**config.mk**
```make
export PLATFORM = sky130hd
export DESIGN_NAME = shared_adder_mult_ctrl
export DESIGN_NICKNAME = d
export VERILOG_FILES = /design/src/rtl/shared_adder_mult_ctrl.sv
export SDC_FILE = /design/constraint.sdc
export NUM_CORES = 1
export LEC_CHECK = 0
export CAP_MARGIN = 40
export CORE_MARGIN = 4
export CORE_UTILIZATION = 30
export DETAILED_ROUTE_END_ITERATION = 7
export GPL_ROUTABILITY_DRIVEN = 0
export PLACE_DENSITY = 0.65
export REMOVE_ABC_BUFFERS = 1
export SLEW_MARGIN = 20
export SYNTH_ARGS = -nofsm -noshare
export SYNTH_HDL_FRONTEND = slang
export SYNTH_SLANG_ARGS = --single-unit
```
**constraint.sdc**
```tcl
create_clock -name clk -period 3.3 [get_ports clk]
set_clock_uncertainty 0.1 [all_clocks]
set_input_delay 0.495 -clock clk [delete_from_list [all_inputs] [get_ports clk]]
set_output_delay 0.495 -clock clk [all_outputs]
set_load 0.005 [all_outputs]
```
**src/rtl/shared_adder_mult_ctrl.sv**
```systemverilog
// Shift-and-add multiplier sequencer that time-shares one external WIDTH-bit adder.
// One operand pair per WIDTH+2 cycles: accept, WIDTH add/shift iterations, result handshake.
module shared_adder_mult_ctrl #(
    parameter int WIDTH = 8,
    parameter int CNT_W = $clog2(WIDTH)
) (
    input  logic                 clk,
    input  logic                 rst_n,
    input  logic                 start_valid,
    output logic                 start_ready,
    input  logic [WIDTH-1:0]     a_in,
    input  logic [WIDTH-1:0]     b_in,
    output logic                 res_valid,
    input  logic                 res_ready,
    output logic [2*WIDTH-1:0]   product,
    output logic                 busy,
    output logic [WIDTH-1:0]     add_op_a,
    output logic [WIDTH-1:0]     add_op_b,
    input  logic [WIDTH-1:0]     add_sum,
    input  logic                 add_cout
);

    typedef enum logic [1:0] {
        IDLE = 2'd0,
        RUN  = 2'd1,
        DONE = 2'd2
    } state_t;

    localparam logic [CNT_W-1:0] LAST_ITER = CNT_W'(WIDTH - 1);

    state_t               state;
    logic [2*WIDTH-1:0]   acc;
    logic [WIDTH-1:0]     mcand;
    logic [CNT_W-1:0]     count;

    // Adder operands come only from registers, so they settle right after each edge.
    always_comb begin
        add_op_a = '0;
        add_op_b = '0;
        if (state == RUN) begin
            add_op_a = acc[2*WIDTH-1:WIDTH];
            add_op_b = acc[0] ? mcand : '0;
        end
    end

    // Gated by rst_n so the source never sees ready while the block is held in reset.
    assign start_ready = rst_n && (state == IDLE);
    assign product     = acc;

    always_ff @(posedge clk or negedge rst_n) begin
        if (!rst_n) begin
            state     <= IDLE;
            acc       <= '0;
            mcand     <= '0;
            count     <= '0;
            res_valid <= 1'b0;
            busy      <= 1'b0;
        end else begin
            case (state)
                IDLE: begin
                    if (start_valid) begin
                        mcand <= a_in;
                        acc   <= {{WIDTH{1'b0}}, b_in};
                        count <= '0;
                        busy  <= 1'b1;
                        state <= RUN;
                    end
                end
                RUN: begin
                    // Carry-out lands in the top bit, so the accumulator never overflows.
                    acc   <= {add_cout, add_sum, acc[WIDTH-1:1]};
                    count <= count + 1'b1;
                    if (count == LAST_ITER) begin
                        res_valid <= 1'b1;
                        state     <= DONE;
                    end
                end
                DONE: begin
                    if (res_ready) begin
                        res_valid <= 1'b0;
                        busy      <= 1'b0;
                        state     <= IDLE;
                    end
                end
                default: begin
                    res_valid <= 1'b0;
                    busy      <= 1'b0;
                    state     <= IDLE;
                end
            endcase
        end
    end

endmodule

```
### After elaboration in Yosys (flattened, before gate mapping)

Index checks and enable logic that the tools add are counted.

* memory bits (read-only): 0
* bits of input ports: 29
* output and inout bits: 35
* bits in latches: 0
* RAM bits: 0
* register bits after elaboration: 31
* memories kept: 0
* logic and storage cells: 39

* mux-type cells: 16
* equal/unequal tests: 6
* $add $sub $neg: 1
* magnitude comparators: 0
* reduce and logical (&&, ||, !) cells: 8
* bitwise operators: 2
* divide/modulo/power cells: 0
* shift operators: 0
* $mul: 0

Operator list (number)
* $pmux 16 s2: 1
* $mux 8: 3
* $mux 16: 1
* $reduce_and 3->1: 3
* $mux 2: 3
* $pmux 1 s3: 2
* $pmux 2 s3: 1
* $pmux 3 s2: 1
* $ne 2x2->1 const B: 2
* $reduce_and 2->1: 2
* $add 3x1->3 const B: 1
* $eq 3x3->1 const B: 1
* $mux 1: 3
* $mux 3: 1
* $eq 2x1->1 const B: 1
* $eq 2x2->1 const B: 1
* $logic_not 2->1: 1
* $ne 2x1->1 const B: 1
* $not 1->1: 2
* $reduce_bool 2->1: 1
* $logic_and 1x1->1: 1

### Depth between registers and ports, before layout

Gate-level depths: netlist of run 1.

* depth in word-level cells: 3
* depth in mapped cells: 6
* gate-level depth less buffers: 5

### Worst setup path before layout of run 1

No wires, ideal clock.

* path kind: register to output
* from: reg state[0]
* to: out add_op_b[6]
* setup slack: 1.611 ns
* required time: 2.705 ns
* arrival time: 1.094 ns
* path buffers: 3
* cell stages (with the launch flop): 6
* cell sequence: dfrtp_1 -> buf_6 -> nor2b_1 -> buf_4 -> buf_4 -> and3_1

* cells in the longest elaborated chain, start to end: 2

RTL lines
* from (decl): line 31 `state_t state;`
* from (signal assigned): line 52 `state <= IDLE;`
* from (signal assigned): line 66 `state <= RUN;`
* from (signal assigned): line 75 `state <= DONE;`
* $eq 2x1->1: line 40 `if (state == RUN) begin`
* $mux 8: line 40
* to (decl): line 18 `output logic [WIDTH-1:0] add_op_b,`

Every way passes these cells.

### Final worst setup path of run 1

* from: reg state[0]
* to: out add_op_b[0]

Same word-level chain as after synthesis.

==> results.toml, run 1 <==
[run_status]
status = "completed"

[grt]
globalRouteOverflowTotal = 0
grt_pass1_vias = 1288
grt_max_degree = 32
globalRouteTotalUtil_pct = 13.0
grt_pass1_wl_um = 6180
antenna_found_initial = 0

[critical_path]
r2r_cells = 3
cp.depth = 4
crit_arrival_ns = 2.04
worstPathCellList = "nor2b_1, buf_4, and3_1, clkdlybuf4s50_1"
critPathMaxFanout = 27
ff2ff_setup_slack_ns = 1.61
cpMaxStageDelayCell = "dfrtp_1"
cpPeakStageDelay_ns = 0.60
cp.buffers_inverters = 2
cp_top_family = "buffers and inverters"
end_kind = "output port"
start_kind = "register"
crit_type = "reg2out"
crit_required_ns = 2.70

[flow_run]
cap_violations = 0

[cells_and_area]
diodes = 0
syn_to_final_growth_pct = 51.0
nets = 217
drive_above_1_share_pct = 10.7
design_area_sq_mm = 0.00219

[clocking]
clock_tree.buffer_depth = 2
cts.clk_slew.worst_paths_ns = 0.06
h-tree-depth = 2
cts_hold_buf = 0
cts_resized = 0
cts_buffers = 5
cts-root-buf = "clkbuf_8"
cts_tree = "done"
cts_setup_buffers = 0
insertion_delay_ns = 0.28
cts.sinks = 31

[hold_path]
hold_depth = 1
hp-class = "reg2reg"

[yosys]
synth_top_flop_cell = "dfrtp_1"
yosysTopAreaCellShare_pct = 53.5
synth.most_common_cell = "dfrtp_1"
avgSynthCellArea_sq_um = 12.0
synth_edf_count = 0
synthTopCellsByArea = "dfrtp_1, mux2_4, a22o_1"
async_flop_share_pct = 100
synthTopCellsByCount = "dfrtp_1, o22ai_1, a21oi_1, a22o_1, and3_1"
syn-cell-area_sq_mm = 0.00145
ys.warnings.count = 0
synth-seq-cells = 31
synth_top_area_cell = "dfrtp_1"
ys_seq_area_share_pct = 53.5
ys_types = 26
synthCells = 121

[floorplan]
die_y_um = 77.5
die_x_um = 77.5
initial_utilization_pct = 30.9
rows = 25
io_pins = 64
coreArea_sq_mm = 0.00469
dieArea_sq_mm = 0.00601

[placement]
hpwl_um = 2710
io_buffer_count = 63
place_area_sq_mm = 0.00210

[sta]
grt_setup_unrepaired = "no"
hold_violations = 0
relSlewSlack_pct = 69.0
fin_crit_sh_pct = 79.8
tns_ns = 0
whs_ns = 0.406
worstMarginPinSlew_ns = 0.466
finalMaxSlewViolations = 0
fin_crit_ns = 2.63
fmaxAchievable_ghz = 0.380
setup_viol = 0

[power_and_ir_drop]
power_density_mw_per_mm2 = 913
power.leakage_nw = 0.936
peakVddDrop_mv = 0.407

[route]
wl_per_cell_um = 15.9
drc = 0
drtIter0Drc = 78
postRouteAntennaNets = 0
route.vias.total = 1207
drt-total-wl_um = 3820
drtPass1Iterations = 4
vias_per_cell = 5.01
cell usage in the layout, fill, tap and decap left out:
master | synthesis | final
o21bai_1 | 1 | 1
dfrtp_1 | 31 | 31
and3_1 | 9 | 9
inv_1 | 2 | 2
nor2_8 | 1 | 1
inv_2 | 2 | 2
a22o_1 | 10 | 10
o21ai_0 | 1 | 1
nor2_1 | 1 | 1
clkbuf_1 | 0 | 2
nand2_1 | 2 | 2
nand2b_1 | 2 | 2
mux2_4 | 8 | 8
o21ai_1 | 2 | 2
nor2b_1 | 2 | 2
clkdlybuf4s50_1 | 0 | 63
o22ai_1 | 14 | 14
buf_4 | 2 | 2
o2bb2ai_1 | 1 | 1
a21oi_1 | 10 | 10
clkbuf_8 | 0 | 5
clkinv_2 | 0 | 1
or4b_1 | 1 | 1
clkbuf_4 | 0 | 1
and2_1 | 8 | 8
o31ai_1 | 1 | 1
nand3_1 | 1 | 1
ha_1 | 2 | 2
a21boi_1 | 1 | 1
worst paths after layout:
| check | to | from |
|---|---|---|
| setup / recovery | add_op_b[0] | state[0] |
| hold / removal | count[0] | count[0] |
| setup reg to reg | mcand[4] | state[1] |
| hold reg to reg | count[0] | count[0] |
| max in group asynchronous | product[7] | rst_n |
| min in group asynchronous | state[0] | rst_n |
sequential cells by signal, summed over array words and instances (netlist names):
name / flops
count: 3
product: 16
mcand: 8
state: 2
res_valid: 1
busy: 1
area by class of cell:
| class | count | area, sq um |
|---|---|---|
| multi-input combinational | 78 | 594 |
| fill | 430 | 2500 |
| inverter | 4 | 15.0 |
| timing repair buffer | 66 | 653 |
| clock buffer | 7 | 76.3 |
| clock inverter | 1 | 5.00 |
| sequential | 31 | 776 |
| tap | 54 | 67.6 |
metrics by stage:
stage / utilization, % / worst slack, ns / cells / power (mW)
2_1_floorplan: - / 1.08 / 113 / 1.14
3_3_place_gp: 44.7 / 0.978 / 232 / 1.69
3_5_place_dp: 44.7 / 0.918 / 232 / 1.72
4_1_cts: 46.5 / 0.660 / 240 / 2.01
5_1_grt: 46.6 / 0.538 / 241 / 2.14
6_report: 46.6 / 0.665 / 241 / 2.00
metal layers:
layer  wire length [um]  GRT usage (%)  vias to the layer above
met5                  0              0                        -
met2               1810           20.6                       59
li1                   -              -                      575
met3                275           3.71                        2
met4                 10           5.34                        0
met1               1730           16.8                      571
cells by family (layout without fill, tap and decap cells):
logic type | Yosys count | after routing | share of synthesized area (%)
flip-flops | 31 | 31 | 53.5
multiplexers | 8 | 8 | 8.29
AO/OA/AOI/OAI | 41 | 41 | 18.7
AND/OR/NAND/NOR | 27 | 27 | 12.3
adder cells (fa/ha/maj) | 2 | 2 | 1.73
buffers and inverters | 12 | 78 | 5.44
report_power, final:
| part | switching (mW) | internal [mW] |
|---|---|---|
| clock | 0.135 | 0.148 |
| sequential | 0.165 | 0.555 |
| combinational | 0.355 | 0.639 |
| total | 0.656 | 1.34 |
(Power assumes the default switching activity.)
==> run 2, diff against run 1 <==
==> constraint.sdc (replaced) <==
create_clock -name clk -period 2.5 [get_ports clk]
set_clock_uncertainty 0.1 [all_clocks]
set_input_delay 0.375 -clock clk [delete_from_list [all_inputs] [get_ports clk]]
set_output_delay 0.375 -clock clk [all_outputs]
set_load 0.005 [all_outputs]
==> results.toml, run 2 (same netlist as run 1, synthesis figures left out) <==
[clocking]
cts.sinks = 31
cts_hold_buf = 0
clock_tree.buffer_depth = 2
cts_tree = "done"
cts-root-buf = "clkbuf_8"
h-tree-depth = 2
cts_setup_buffers = 0
cts_resized = 0
cts_buffers = 5
insertion_delay_ns = 0.28
cts.clk_slew.worst_paths_ns = 0.07

[critical_path]
ff2ff_setup_slack_ns = 0.81
end_kind = "output port"
crit_type = "reg2out"
start_kind = "register"
critPathMaxFanout = 19
crit_arrival_ns = 1.78
crit_required_ns = 2.03

[cells_and_area]
design_area_sq_mm = 0.00223
fin_cells = 244
largest_reg_flops = 16
final_common_cell = "clkdlybuf4s50_1"
drive_above_1_share_pct = 12.6
layout_common_cells = "clkdlybuf4s50_1, dfrtp_1, o22ai_1"
nets = 220
n_fill_cell = 442
syn_to_final_growth_pct = 53.8
diodes = 0

[hold_path]
hp-class = "reg2reg"

[power_and_ir_drop]
power_frac_seq_pct = 33.8
power.leakage_nw = 0.960
p_sw_share_pct = 32.0
p_comb_share_pct = 50.4
power_density_mw_per_mm2 = 1220
power_mw = 2.72
clockPowerShare_pct = 15.9
cellInternalPower_mw = 1.85
peakVddDrop_mv = 0.519
p_sw_uw = 869

[placement]
place_area_sq_mm = 0.00213
dp_cells = 236
io_buffer_count = 63
place_ws_ns = 0.489
hpwl_um = 2830

[route]
drt-total-wl_um = 3830
drtPass1Iterations = 4
wl_met3_um = 282
wl_met1_um = 1670
drc = 0
wl_per_cell_um = 15.7
postRouteAntennaNets = 0
route.vias.total = 1229
wl_met2_um = 1840
routed.top_layer = "met4"
drtIter0Drc = 54
vias_per_cell = 5.04

[floorplan]
io_pins = 64
die_y_um = 77.5
die_x_um = 77.5
initial_utilization_pct = 30.9
rows = 25
dieArea_sq_mm = 0.00601
coreArea_sq_mm = 0.00469

[sta]
fin_crit_sh_pct = 90.4
fin_crit_ns = 2.26
fmaxAchievable_ghz = 0.443
tns_ns = 0
fin_ws_ns = 0.240
hold_violations = 0
worstMarginPinSlew_ns = 0.498
setup_viol = 0
relSlewSlack_pct = 66.8
grt_setup_unrepaired = "no"
finalMaxSlewViolations = 0

[grt]
grt_pass1_vias = 1325
grt_max_degree = 32
grt_pass1_wl_um = 6420
antenna_found_initial = 0
globalRouteTotalUtil_pct = 13.7
globalRouteOverflowTotal = 0

[flow_run]
cap_violations = 0

[run_status]
status = "completed"
[run 2: critical path: stages (launching register included)]
cell,delay [ns]
dfrtp_1,0.45
nor2b_1,0.17
buf_4,0.23
and2_1,0.15
clkdlybuf4s50_1,0.50
[run 2: path summary, 6_finish.rpt]
check                      depth (start not counted)          end  startpoint
hold / removal                                     1     count[0]    count[0]
setup / recovery                                   4  add_op_a[4]    state[1]
setup reg to reg                                   3     mcand[3]    state[1]
hold reg to reg                                    1     count[0]    count[0]
min in group asynchronous                          2   product[3]       rst_n
max in group asynchronous                          2  product[10]       rst_n
[run 2: routing by layer]
layer | vias up | GRT usage (%)
met4 | 0 | 4.80
met1 | 596 | 16.8
met2 | 50 | 21.8
met3 | 4 | 5.57
met5 | - | 0
li1 | 579 | -
[run 2: power groups by stage]
| stage | Combinational (mW) | Sequential, mW | Clock, mW |
|---|---|---|---|
| floorplan | 0.592 | 0.907 | 0 |
| global route | 1.50 | 0.956 | 0.467 |
| global placement | 1.35 | 0.910 | 0 |
| CTS | 1.39 | 0.918 | 0.443 |
| finish | 1.37 | 0.918 | 0.431 |
| detailed placement | 1.39 | 0.918 | 0 |
[run 2: metrics by stage]
step           util [%]  hold WS, ns
2_1_floorplan         -      -0.0206
6_report           47.5        0.395
5_1_grt            47.5        0.413
3_5_place_dp       45.4        0.387
4_1_cts            47.5        0.399
3_3_place_gp       45.4        0.380
[run 2: area by class of cell]
class	instances	area, sq um	area share, %
inverters	4	15.0	0.674
well taps	54	67.6	3.03
clock buffers	8	100	4.49
flip-flops and latches	31	776	34.8
repair buffers	69	676	30.3
multi-input cells	78	594	26.7
==> run 3, diff against run 2 <==
--- a/config.mk
+++ b/config.mk
@@ -10,6 +10,7 @@
 export CORE_UTILIZATION = 30
 export DETAILED_ROUTE_END_ITERATION = 7
 export GPL_ROUTABILITY_DRIVEN = 0
+export GPL_TIMING_DRIVEN = 0
 export PLACE_DENSITY = 0.65
 export REMOVE_ABC_BUFFERS = 1
 export SLEW_MARGIN = 20
==> results.toml, run 3 (same netlist as run 1, synthesis figures left out) <==
[floorplan]
coreArea_sq_mm = 0.00469
die_y_um = 77.5
rows = 25
die_x_um = 77.5
initial_utilization_pct = 30.9
io_pins = 64
dieArea_sq_mm = 0.00601

[power_and_ir_drop]
power_frac_seq_pct = 35.6
peakVddDrop_mv = 0.421
power.leakage_nw = 0.944
p_sw_uw = 885
p_comb_share_pct = 50.0
power_density_mw_per_mm2 = 1220
p_sw_share_pct = 33.3
cellInternalPower_mw = 1.78
clockPowerShare_pct = 14.3

[route]
drc = 0
vias_per_cell = 5.01
postRouteAntennaNets = 0
wl_per_cell_um = 16.9
drt-total-wl_um = 4050
route.vias.total = 1202
drtPass1Iterations = 4
drtIter0Drc = 85

[grt]
antenna_found_initial = 0
globalRouteTotalUtil_pct = 14.2
grt_pass1_vias = 1312
grt_max_degree = 33
globalRouteOverflowTotal = 0
grt_pass1_wl_um = 6640

[clocking]
insertion_delay_ns = 0.29
cts.sinks = 31
cts_tree = "done"
clock_tree.buffer_depth = 2
cts.clk_slew.worst_paths_ns = 0.07
h-tree-depth = 2
cts_setup_buffers = 0
cts-root-buf = "clkbuf_8"
cts_buffers = 5

[sta]
setup_viol = 0
fin_crit_ns = 2.41
relSlewSlack_pct = 53.6
grt_setup_unrepaired = "no"
fmaxAchievable_ghz = 0.416
whs_ns = 0.0294
finalMaxSlewViolations = 0
fin_crit_sh_pct = 96.2
worstMarginPinSlew_ns = 0.696
hold_violations = 0

[placement]
hpwl_um = 2820
io_buffer_count = 63

[cells_and_area]
layout_common_cells = "clkdlybuf4s50_1, dfrtp_1, o22ai_1"
drive_above_1_share_pct = 11.8
nets = 216
largest_reg_flops = 16
n_fill_cell = 427
final_common_cell = "clkdlybuf4s50_1"
final_util_pct = 46.6
syn_to_final_growth_pct = 51.0
diodes = 0

[flow_run]
cap_violations = 0

[critical_path]
crit_type = "reg2out"
end_kind = "output port"
start_kind = "register"
critPathMaxFanout = 14
crit_arrival_ns = 1.93
crit_required_ns = 2.03

[run_status]
status = "completed"

[hold_path]
hp-class = "in2async"
[run 3: metrics by stage]
step / instances / TNS (ns) / instance area, sq um / power (mW) / setup WS (ns)
6_report: 240 / 0 / 2190 / 2.66 / 0.0942
5_1_grt: 240 / 0 / 2190 / 2.85 / 0.0251
4_1_cts: 239 / 0 / 2180 / 2.69 / 0.0693
3_5_place_dp: 230 / -2.35 / 2080 / 2.26 / -0.188
3_3_place_gp: 230 / -8.91 / 2080 / 2.20 / -0.624
2_1_floorplan: 113 / 0 / 1390 / 1.50 / 0.401
[run 3: final cells by class]
| type | instances | area [sq um] | share of cell area, % |
|---|---|---|---|
| Inverter | 4 | 15.0 | 0.686 |
| Multi-Input combinational cell | 79 | 616 | 28.1 |
| Timing Repair Buffer | 64 | 631 | 28.8 |
| Clock buffer | 7 | 76.3 | 3.49 |
| Tap cell | 54 | 67.6 | 3.09 |
| Sequential cell | 31 | 777 | 35.5 |
| Clock inverter | 1 | 5.00 | 0.229 |
[run 3: timing repair]
item	CTS	global route
setup endpoints to repair	16	0
hold buffers	0	0
resized for setup	3	0
[run 3: worst max-delay path, cell delays in order, from the launching register on]
cell             delay, ns
dfrtp_2               0.53
nor2b_4               0.38
and3_1                0.22
clkdlybuf4s50_1       0.52
[run 3: power groups by stage]
| stage | Combinational, mW | Sequential (mW) | Clock [mW] |
|---|---|---|---|
| CTS | 1.35 | 0.947 | 0.393 |
| detailed placement | 1.32 | 0.942 | 0 |
| finish | 1.33 | 0.948 | 0.382 |
| global route | 1.45 | 0.984 | 0.416 |
| floorplan | 0.592 | 0.907 | 0 |
| global placement | 1.28 | 0.928 | 0 |
[run 3: worst paths after layout]
path / from / to / slack, ns / cells after the start
worst max register to register: state[1] / mcand[5] / 0.67 / 3
worst max-delay path: state[0] / add_op_b[3] / 0.09 / 3
min in group clk: count[0] / count[0] / 0.39 / 1
worst min-delay path: rst_n / product[3] / 0.03 / 1
max in group asynchronous: rst_n / state[0] / 1.79 / 1
worst min register to register: count[0] / count[0] / 0.39 / 1
[run 3: per-layer routing]
metal  share of wire, %  up-vias  GRT usage (%)
met5                  0        -              0
met4                1.9        0           4.98
met3                7.0        8           5.92
met2                 47       45           22.1
met1                 44      574           17.6
li1                   -      575              -
